## src/rtl/proc_ctrl_pkg.sv

```systemverilog
// Shared types and select-code helpers for the multi-cycle processor control unit.
package proc_ctrl_pkg;

   typedef enum logic [2:0] {
      OP_MV, OP_MVT, OP_ADD, OP_SUB, OP_LD, OP_ST, OP_AND, OP_B
   } opcode_e;

   typedef enum logic [2:0] {
      S_IDLE, S_FETCH, S_FWAIT, S_T1, S_T2, S_T3, S_MWAIT
   } state_e;

   localparam logic [1:0] ALU_ADD  = 2'd0;
   localparam logic [1:0] ALU_SUB  = 2'd1;
   localparam logic [1:0] ALU_AND  = 2'd2;
   localparam logic [1:0] ALU_PASS = 2'd3;

   // Bus source codes: registers occupy 0..NREG-1, the special sources follow.
   function automatic int sel_reg(input int r);
      return r;
   endfunction

   function automatic int sel_g(input int nreg);
      return nreg;
   endfunction

   function automatic int sel_d(input int nreg);
      return nreg + 1;
   endfunction

   function automatic int sel_dt(input int nreg);
      return nreg + 2;
   endfunction

   function automatic int sel_din(input int nreg);
      return nreg + 3;
   endfunction

endpackage

```

## src/rtl/proc_ctrl_fsm_if.sv

```systemverilog
// Control/datapath boundary: instruction and status in, bus select and strobes out.
interface proc_ctrl_fsm_if #(
   parameter int DW   = 16,
   parameter int NREG = 8
);
   localparam int RW = $clog2(NREG);
   localparam int SW = $clog2(NREG + 4);

   logic            run;
   logic [DW-1:0]   IR;
   logic            mem_ready;
   logic            z;
   logic [SW-1:0]   select;
   logic [NREG-1:0] Rin;
   logic            ir_in;
   logic            a_in;
   logic            g_in;
   logic [1:0]      alu_op;
   logic            addr_in;
   logic            dout_in;
   logic            w_d;
   logic            incr_pc;
   logic            done;

   modport master (
      input  run, IR, mem_ready, z,
      output select, Rin, ir_in, a_in, g_in, alu_op,
             addr_in, dout_in, w_d, incr_pc, done
   );

   modport slave (
      output run, IR, mem_ready, z,
      input  select, Rin, ir_in, a_in, g_in, alu_op,
             addr_in, dout_in, w_d, incr_pc, done
   );
endinterface

```

## src/rtl/proc_ctrl_fsm_rin_decode.sv

```systemverilog
// Register load-enable decoder: enable plus register index gives a one-hot Rin vector.
module rin_decode #(
   parameter int NREG = 8
) (
   input  logic                     en_i,
   input  logic [$clog2(NREG)-1:0]  idx_i,
   output logic [NREG-1:0]          onehot_o
);
   assign onehot_o = en_i ? (NREG'(1) << idx_i) : '0;
endmodule

```

## src/rtl/proc_ctrl_fsm.sv

```systemverilog
// Multi-cycle control FSM; outputs are a combinational decode of state and IR.
// Instruction latency 3..5 cycles, stretched one cycle per mem_ready-low wait cycle.
module proc_ctrl_fsm
   import proc_ctrl_pkg::*;
#(
   parameter int DW   = 16,
   parameter int NREG = 8
) (
   input  logic           clk,
   input  logic           rst_n,
   proc_ctrl_fsm_if.master bus
);
   localparam int RW = $clog2(NREG);
   localparam int SW = $clog2(NREG + 4);

   localparam logic [SW-1:0] SEL_PC  = SW'(sel_reg(NREG - 1));
   localparam logic [SW-1:0] SEL_G   = SW'(sel_g(NREG));
   localparam logic [SW-1:0] SEL_D   = SW'(sel_d(NREG));
   localparam logic [SW-1:0] SEL_DT  = SW'(sel_dt(NREG));
   localparam logic [SW-1:0] SEL_DIN = SW'(sel_din(NREG));

   state_e state_q, state_d;

   opcode_e       op;
   logic          imm;
   logic [RW-1:0] rx, ry;
   logic [SW-1:0] rx_sel, ry_sel, op2_sel;
   logic          br_take;

   assign op      = opcode_e'(bus.IR[DW-1 -: 3]);
   assign imm     = bus.IR[DW-4];
   assign rx      = bus.IR[DW-5 -: RW];
   assign ry      = bus.IR[RW-1:0];
   assign rx_sel  = SW'(rx);
   assign ry_sel  = SW'(ry);
   assign op2_sel = imm ? SEL_D : ry_sel;

   // Branch condition is encoded in the rX field.
   always_comb begin
      br_take = 1'b0;
      case (rx)
         RW'(0):  br_take = 1'b1;
         RW'(1):  br_take = bus.z;
         RW'(2):  br_take = ~bus.z;
         default: br_take = 1'b0;
      endcase
   end

   logic [SW-1:0] select;
   logic [1:0]    alu_op;
   logic          ir_in, a_in, g_in, addr_in, dout_in, w_d, incr_pc, done;
   logic          rx_en, pc_en;

   always_ff @(posedge clk or negedge rst_n) begin
      if (!rst_n) state_q <= S_IDLE;
      else        state_q <= state_d;
   end

   always_comb begin
      state_d = state_q;
      select  = '0;
      alu_op  = ALU_PASS;
      ir_in   = 1'b0;
      a_in    = 1'b0;
      g_in    = 1'b0;
      addr_in = 1'b0;
      dout_in = 1'b0;
      w_d     = 1'b0;
      incr_pc = 1'b0;
      done    = 1'b0;
      rx_en   = 1'b0;
      pc_en   = 1'b0;
      case (state_q)
         S_IDLE: begin
            alu_op = ALU_ADD;
            if (bus.run) state_d = S_FETCH;
         end
         S_FETCH: begin
            select  = SEL_PC;
            addr_in = 1'b1;
            incr_pc = 1'b1;
            state_d = S_FWAIT;
         end
         S_FWAIT: begin
            if (bus.mem_ready) begin
               ir_in   = 1'b1;
               state_d = S_T1;
            end
         end
         S_T1: begin
            case (op)
               OP_MV:  begin select = op2_sel; rx_en = 1'b1; done = 1'b1; end
               OP_MVT: begin select = SEL_DT;  rx_en = 1'b1; done = 1'b1; end
               OP_LD:  begin select = ry_sel; addr_in = 1'b1; state_d = S_MWAIT; end
               OP_ST:  begin select = ry_sel; addr_in = 1'b1; state_d = S_T2; end
               OP_B: begin
                  if (br_take) begin
                     select = op2_sel;
                     pc_en  = 1'b1;
                  end
                  done = 1'b1;
               end
               default: begin select = rx_sel; a_in = 1'b1; state_d = S_T2; end
            endcase
         end
         S_T2: begin
            case (op)
               OP_ST:  begin select = rx_sel; dout_in = 1'b1; state_d = S_MWAIT; end
               OP_ADD: begin select = op2_sel; g_in = 1'b1; alu_op = ALU_ADD; state_d = S_T3; end
               OP_SUB: begin select = op2_sel; g_in = 1'b1; alu_op = ALU_SUB; state_d = S_T3; end
               OP_AND: begin select = op2_sel; g_in = 1'b1; alu_op = ALU_AND; state_d = S_T3; end
               default: state_d = S_IDLE;
            endcase
         end
         S_T3: begin
            select = SEL_G;
            rx_en  = 1'b1;
            done   = 1'b1;
         end
         S_MWAIT: begin
            if (op == OP_LD) begin
               if (bus.mem_ready) begin
                  select = SEL_DIN;
                  rx_en  = 1'b1;
                  done   = 1'b1;
               end
            end else begin
               w_d  = 1'b1;
               done = bus.mem_ready;
            end
         end
         default: state_d = S_IDLE;
      endcase
      if (done) state_d = bus.run ? S_FETCH : S_IDLE;
   end

   logic [NREG-1:0] rin_rx, rin_pc;

   rin_decode #(.NREG(NREG)) u_rin_rx (
      .en_i     (rx_en),
      .idx_i    (rx),
      .onehot_o (rin_rx)
   );

   rin_decode #(.NREG(NREG)) u_rin_pc (
      .en_i     (pc_en),
      .idx_i    (RW'(NREG - 1)),
      .onehot_o (rin_pc)
   );

   assign bus.select  = select;
   assign bus.Rin     = rin_rx | rin_pc;
   assign bus.ir_in   = ir_in;
   assign bus.a_in    = a_in;
   assign bus.g_in    = g_in;
   assign bus.alu_op  = alu_op;
   assign bus.addr_in = addr_in;
   assign bus.dout_in = dout_in;
   assign bus.w_d     = w_d;
   assign bus.incr_pc = incr_pc;
   assign bus.done    = done;

endmodule
```

## src/flat_wrapper.sv

```systemverilog
// flat-port wrapper written by rule: the top's interface ports become plain ports
module proc_ctrl_fsm_flat import proc_ctrl_pkg::*;
#(
   parameter int DW   = 16,
   parameter int NREG = 8
)
  (clk, rst_n, bus_run, bus_IR, bus_mem_ready, bus_z, bus_select, bus_Rin, bus_ir_in, bus_a_in, bus_g_in, bus_alu_op, bus_addr_in, bus_dout_in, bus_w_d, bus_incr_pc, bus_done);
  proc_ctrl_fsm_if #(.DW(DW), .NREG(NREG)) bus_i ();
  input  logic clk;
  input  logic rst_n;
  input wire logic [$bits(bus_i.run)-1:0] bus_run;
  input wire logic [$bits(bus_i.IR)-1:0] bus_IR;
  input wire logic [$bits(bus_i.mem_ready)-1:0] bus_mem_ready;
  input wire logic [$bits(bus_i.z)-1:0] bus_z;
  output wire logic [$bits(bus_i.select)-1:0] bus_select;
  output wire logic [$bits(bus_i.Rin)-1:0] bus_Rin;
  output wire logic [$bits(bus_i.ir_in)-1:0] bus_ir_in;
  output wire logic [$bits(bus_i.a_in)-1:0] bus_a_in;
  output wire logic [$bits(bus_i.g_in)-1:0] bus_g_in;
  output wire logic [$bits(bus_i.alu_op)-1:0] bus_alu_op;
  output wire logic [$bits(bus_i.addr_in)-1:0] bus_addr_in;
  output wire logic [$bits(bus_i.dout_in)-1:0] bus_dout_in;
  output wire logic [$bits(bus_i.w_d)-1:0] bus_w_d;
  output wire logic [$bits(bus_i.incr_pc)-1:0] bus_incr_pc;
  output wire logic [$bits(bus_i.done)-1:0] bus_done;
  assign bus_i.run = bus_run;
  assign bus_i.IR = bus_IR;
  assign bus_i.mem_ready = bus_mem_ready;
  assign bus_i.z = bus_z;
  assign bus_select = bus_i.select;
  assign bus_Rin = bus_i.Rin;
  assign bus_ir_in = bus_i.ir_in;
  assign bus_a_in = bus_i.a_in;
  assign bus_g_in = bus_i.g_in;
  assign bus_alu_op = bus_i.alu_op;
  assign bus_addr_in = bus_i.addr_in;
  assign bus_dout_in = bus_i.dout_in;
  assign bus_w_d = bus_i.w_d;
  assign bus_incr_pc = bus_i.incr_pc;
  assign bus_done = bus_i.done;
  proc_ctrl_fsm #(.DW(DW), .NREG(NREG)) u_core (.clk(clk), .rst_n(rst_n), .bus(bus_i));
endmodule
```

## config.mk

```make
export PLATFORM = sky130hd
export DESIGN_NAME = proc_ctrl_fsm_flat
export DESIGN_NICKNAME = d
export VERILOG_FILES = /design/src/rtl/proc_ctrl_pkg.sv /design/src/rtl/proc_ctrl_fsm_if.sv /design/src/rtl/proc_ctrl_fsm_rin_decode.sv /design/src/rtl/proc_ctrl_fsm.sv /design/src/flat_wrapper.sv
export SDC_FILE = /design/constraint.sdc
export NUM_CORES = 1
export LEC_CHECK = 0
export CELL_PAD_IN_SITES_DETAIL_PLACEMENT = 1
export CELL_PAD_IN_SITES_GLOBAL_PLACEMENT = 1
export CORE_ASPECT_RATIO = 0.9
export CORE_MARGIN = 2
export CORE_UTILIZATION = 26
export CTS_CLUSTER_SIZE = 10
export DETAILED_ROUTE_END_ITERATION = 7
export PLACE_DENSITY = 0.77
export SETUP_SLACK_MARGIN = 0.3
export SYNTH_ARGS = -nofsm -noshare
export SYNTH_HDL_FRONTEND = slang
export SYNTH_HIERARCHICAL = 1
export SYNTH_SLANG_ARGS = --single-unit
```

## constraint.sdc

```tcl
create_clock -name clk -period 3 [get_ports clk]
set_clock_uncertainty 0.1 [all_clocks]
set_input_delay 0.6 -clock clk [delete_from_list [all_inputs] [get_ports clk]]
set_output_delay 0.6 -clock clk [all_outputs]
set_load 0.05 [all_outputs]
```

==> metrics.txt <==
core area 2820 um^2; adder-cell share of the synthesized area 0%; worst hold margin 0.445 ns; synthesized area per cell 7.23 um^2; via count 1267; CTS tree done; power per cell area 654 nW/um^2; H-tree levels 1; run status completed; antenna-violating nets left 0; Final HPWL DP 2590 um; dpl cells 218; initial antenna violation count 0; RSZ-0062 raised after global routing true; Reg2Reg Depth 7; Regs by FF count u_core/state_q: 3 flops; Clock transition at path regs 0.04 ns; CTS Root Cell clkbuf_4; Hold Vio Cnt, Final 0; Total GRT Usage 24.9%; main combinational cell family by area after synthesis simple AND/OR/NAND/NOR gates; critical path type flip-flop to output pin; HP Class input pin to async pin; Clock Sink Count 3; Synth warnings 6; final worst-path cycle share 91.2%; Fmax 365 MHz; DIE AREA 3490 um^2; register bit total from synthesis 3; Worst Path Required 2.30 ns; max-slew violation count 0; GPL Wtd Cong 0.777; Die W 62.0 um; Clk Latency, worst-skew pair 0.24 ns; Synth Area in Compound Gates 21.0%; register area share after synthesis 9.52%; min Tclk post-route 2.74 ns; commonest non-fill, non-tap cell in the layout buf_4; number of flops mapped to enable cells by yosys 0; Main synth FF type dfrtp_1; largest net degree at the start of global routing 16; Initial Utilization 28.0%; WL/cell 20.3 um; worst-case clock buffer depth 2; Reg2Reg Setup Slack 1.20 ns; DRC Markers 0; simple-gate share of the synthesized area 60.3%; number of max-cap violations 0; hold-fix buffers at CTS 0; Finish-stage setup viols 0; Synth Area in XOR/XNOR 0%; CP Capture Type output pin; Ant. Diodes 0; Post-synth ARST share 100%; max reg flops 3; synthesized area 788 um^2; DR iter-0 viols 39; number of global-route vias before repair 1286; Worst R2R Start u_core/state_q[0]; Rows 18; first-pass GRT wire length 6490 um; I/O Buffers 36; commonest non-fill, non-tap cells in the layout buf_4 (33), conb_1 (24), buf_12 (18); drt via density 5.24; Fillers 320; Vert. Die Dim 56.2 um; Final Non-Filler Cells 242; TritonCTS Buffers 3; P_leak 0.870 nW; CP max FO 8; share of layout cells above drive strength 1 52.0%; Routed WL 4920 um; Nets 224; library cells used by synthesis 42; Critical Path AT 2.04 ns; Mapped Cells 109; Area Growth Syn to Fin 140%; Reg with most FFs u_core/state_q; mux cell area share after synthesis 3.97%; Critical Path Source Type flip-flop; end of the worst register-to-register path u_core/state_q[2]; drt first pass iters 4; maximum vdd drop 574 uV; Boundary Pins 43; total grt overflow 0
==> cell type report <==
class | count | area, um^2 | share of cell area, %
clock buffer | 4 | 26.3 | 1.39
inverter | 2 | 7.51 | 0.398
multi-input combinational | 121 | 913 | 48.4
sequential | 3 | 77.6 | 4.11
tap | 40 | 50.0 | 2.65
timing repair buffer | 72 | 813 | 43.1
==> report_power, final <==
part,switching [mW],internal [mW]
Combinational,0.591,0.482
Sequential,0.0299,0.0605
Clock,0.0222,0.0499
==> routing by layer <==
metal  part of all wire [%]  global-route usage (%)
met4                    3.8                    6.38
met5                      0                       0
met2                     56                    48.2
met3                    3.7                    2.33
met1                     37                    27.0
==> critical path, cell delays in order (launching register included) <==
cell      delay (ns)
dfrtp_2         0.44
nand3b_1        0.22
nor3_2          0.30
o21ai_2         0.14
o31ai_4         0.13
nor4b_2         0.29
or2_4           0.17
buf_12          0.12
==> how the worst max path moves through the flow <==
stage,endpoint,slack (ns),cells past startpoint,start
after detailed placement,bus_Rin[7],-0.18,8,bus_IR[14]
after CTS,bus_Rin[7],0.29,7,bus_z
after floorplan,bus_select[0],0.20,4,bus_z
after global routing,bus_Rin[0],0.19,7,u_core/state_q[0]
after global placement,bus_Rin[0],-0.11,6,bus_IR[14]
final,bus_Rin[0],0.26,7,u_core/state_q[0]
==> synthesized netlist by cell type, types with 3 or more instances <==
master    instances  area [um^2]
nor2b_1           3         18.8
nand3b_1          3         22.5
nand3_1           3         15.0
o21ai_0           6         30.0
nor3_1            3         15.0
dfrtp_1           3         75.1
or2_2             8         50.1
nor2_1           12         45.0
nand2b_1          3         18.8
and4bb_1          4         50.1
nand2_1          12         45.0
and4b_2           4         45.0
buf_2             3         15.0
==> stage by stage <==
step / area (um^2) / utilization [%] / worst slack [ns] / total power, mW / TNS (ns)
2_1_floorplan: 905 / - / 0.198 / 0.564 / 0
3_3_place_gp: 1590 / 56.5 / -0.108 / 0.949 / -0.698
3_5_place_dp: 1590 / 56.5 / -0.181 / 0.976 / -1.35
4_1_cts: 1800 / 64.1 / 0.291 / 1.11 / 0
5_1_grt: 1890 / 67.1 / 0.190 / 1.28 / 0
6_report: 1890 / 67.1 / 0.264 / 1.24 / 0
==> repair_timing <==
action | CTS | global route
resized for setup | 43 | 17
buffers inserted | 6 | 14
endpoints found under the setup margin | 14 | 12
hold endpoints to repair | 0 | 0
pin swaps | 11 | 14
==> cell families (layout without fill, tap and decap cells) <==
logic type,count (synthesis),in the layout
compound gates,24,24
flops,3,3
other cells,1,24
mux,3,3
simple gates,70,70
buf+inv,8,78
(Power assumes the default switching activity.)
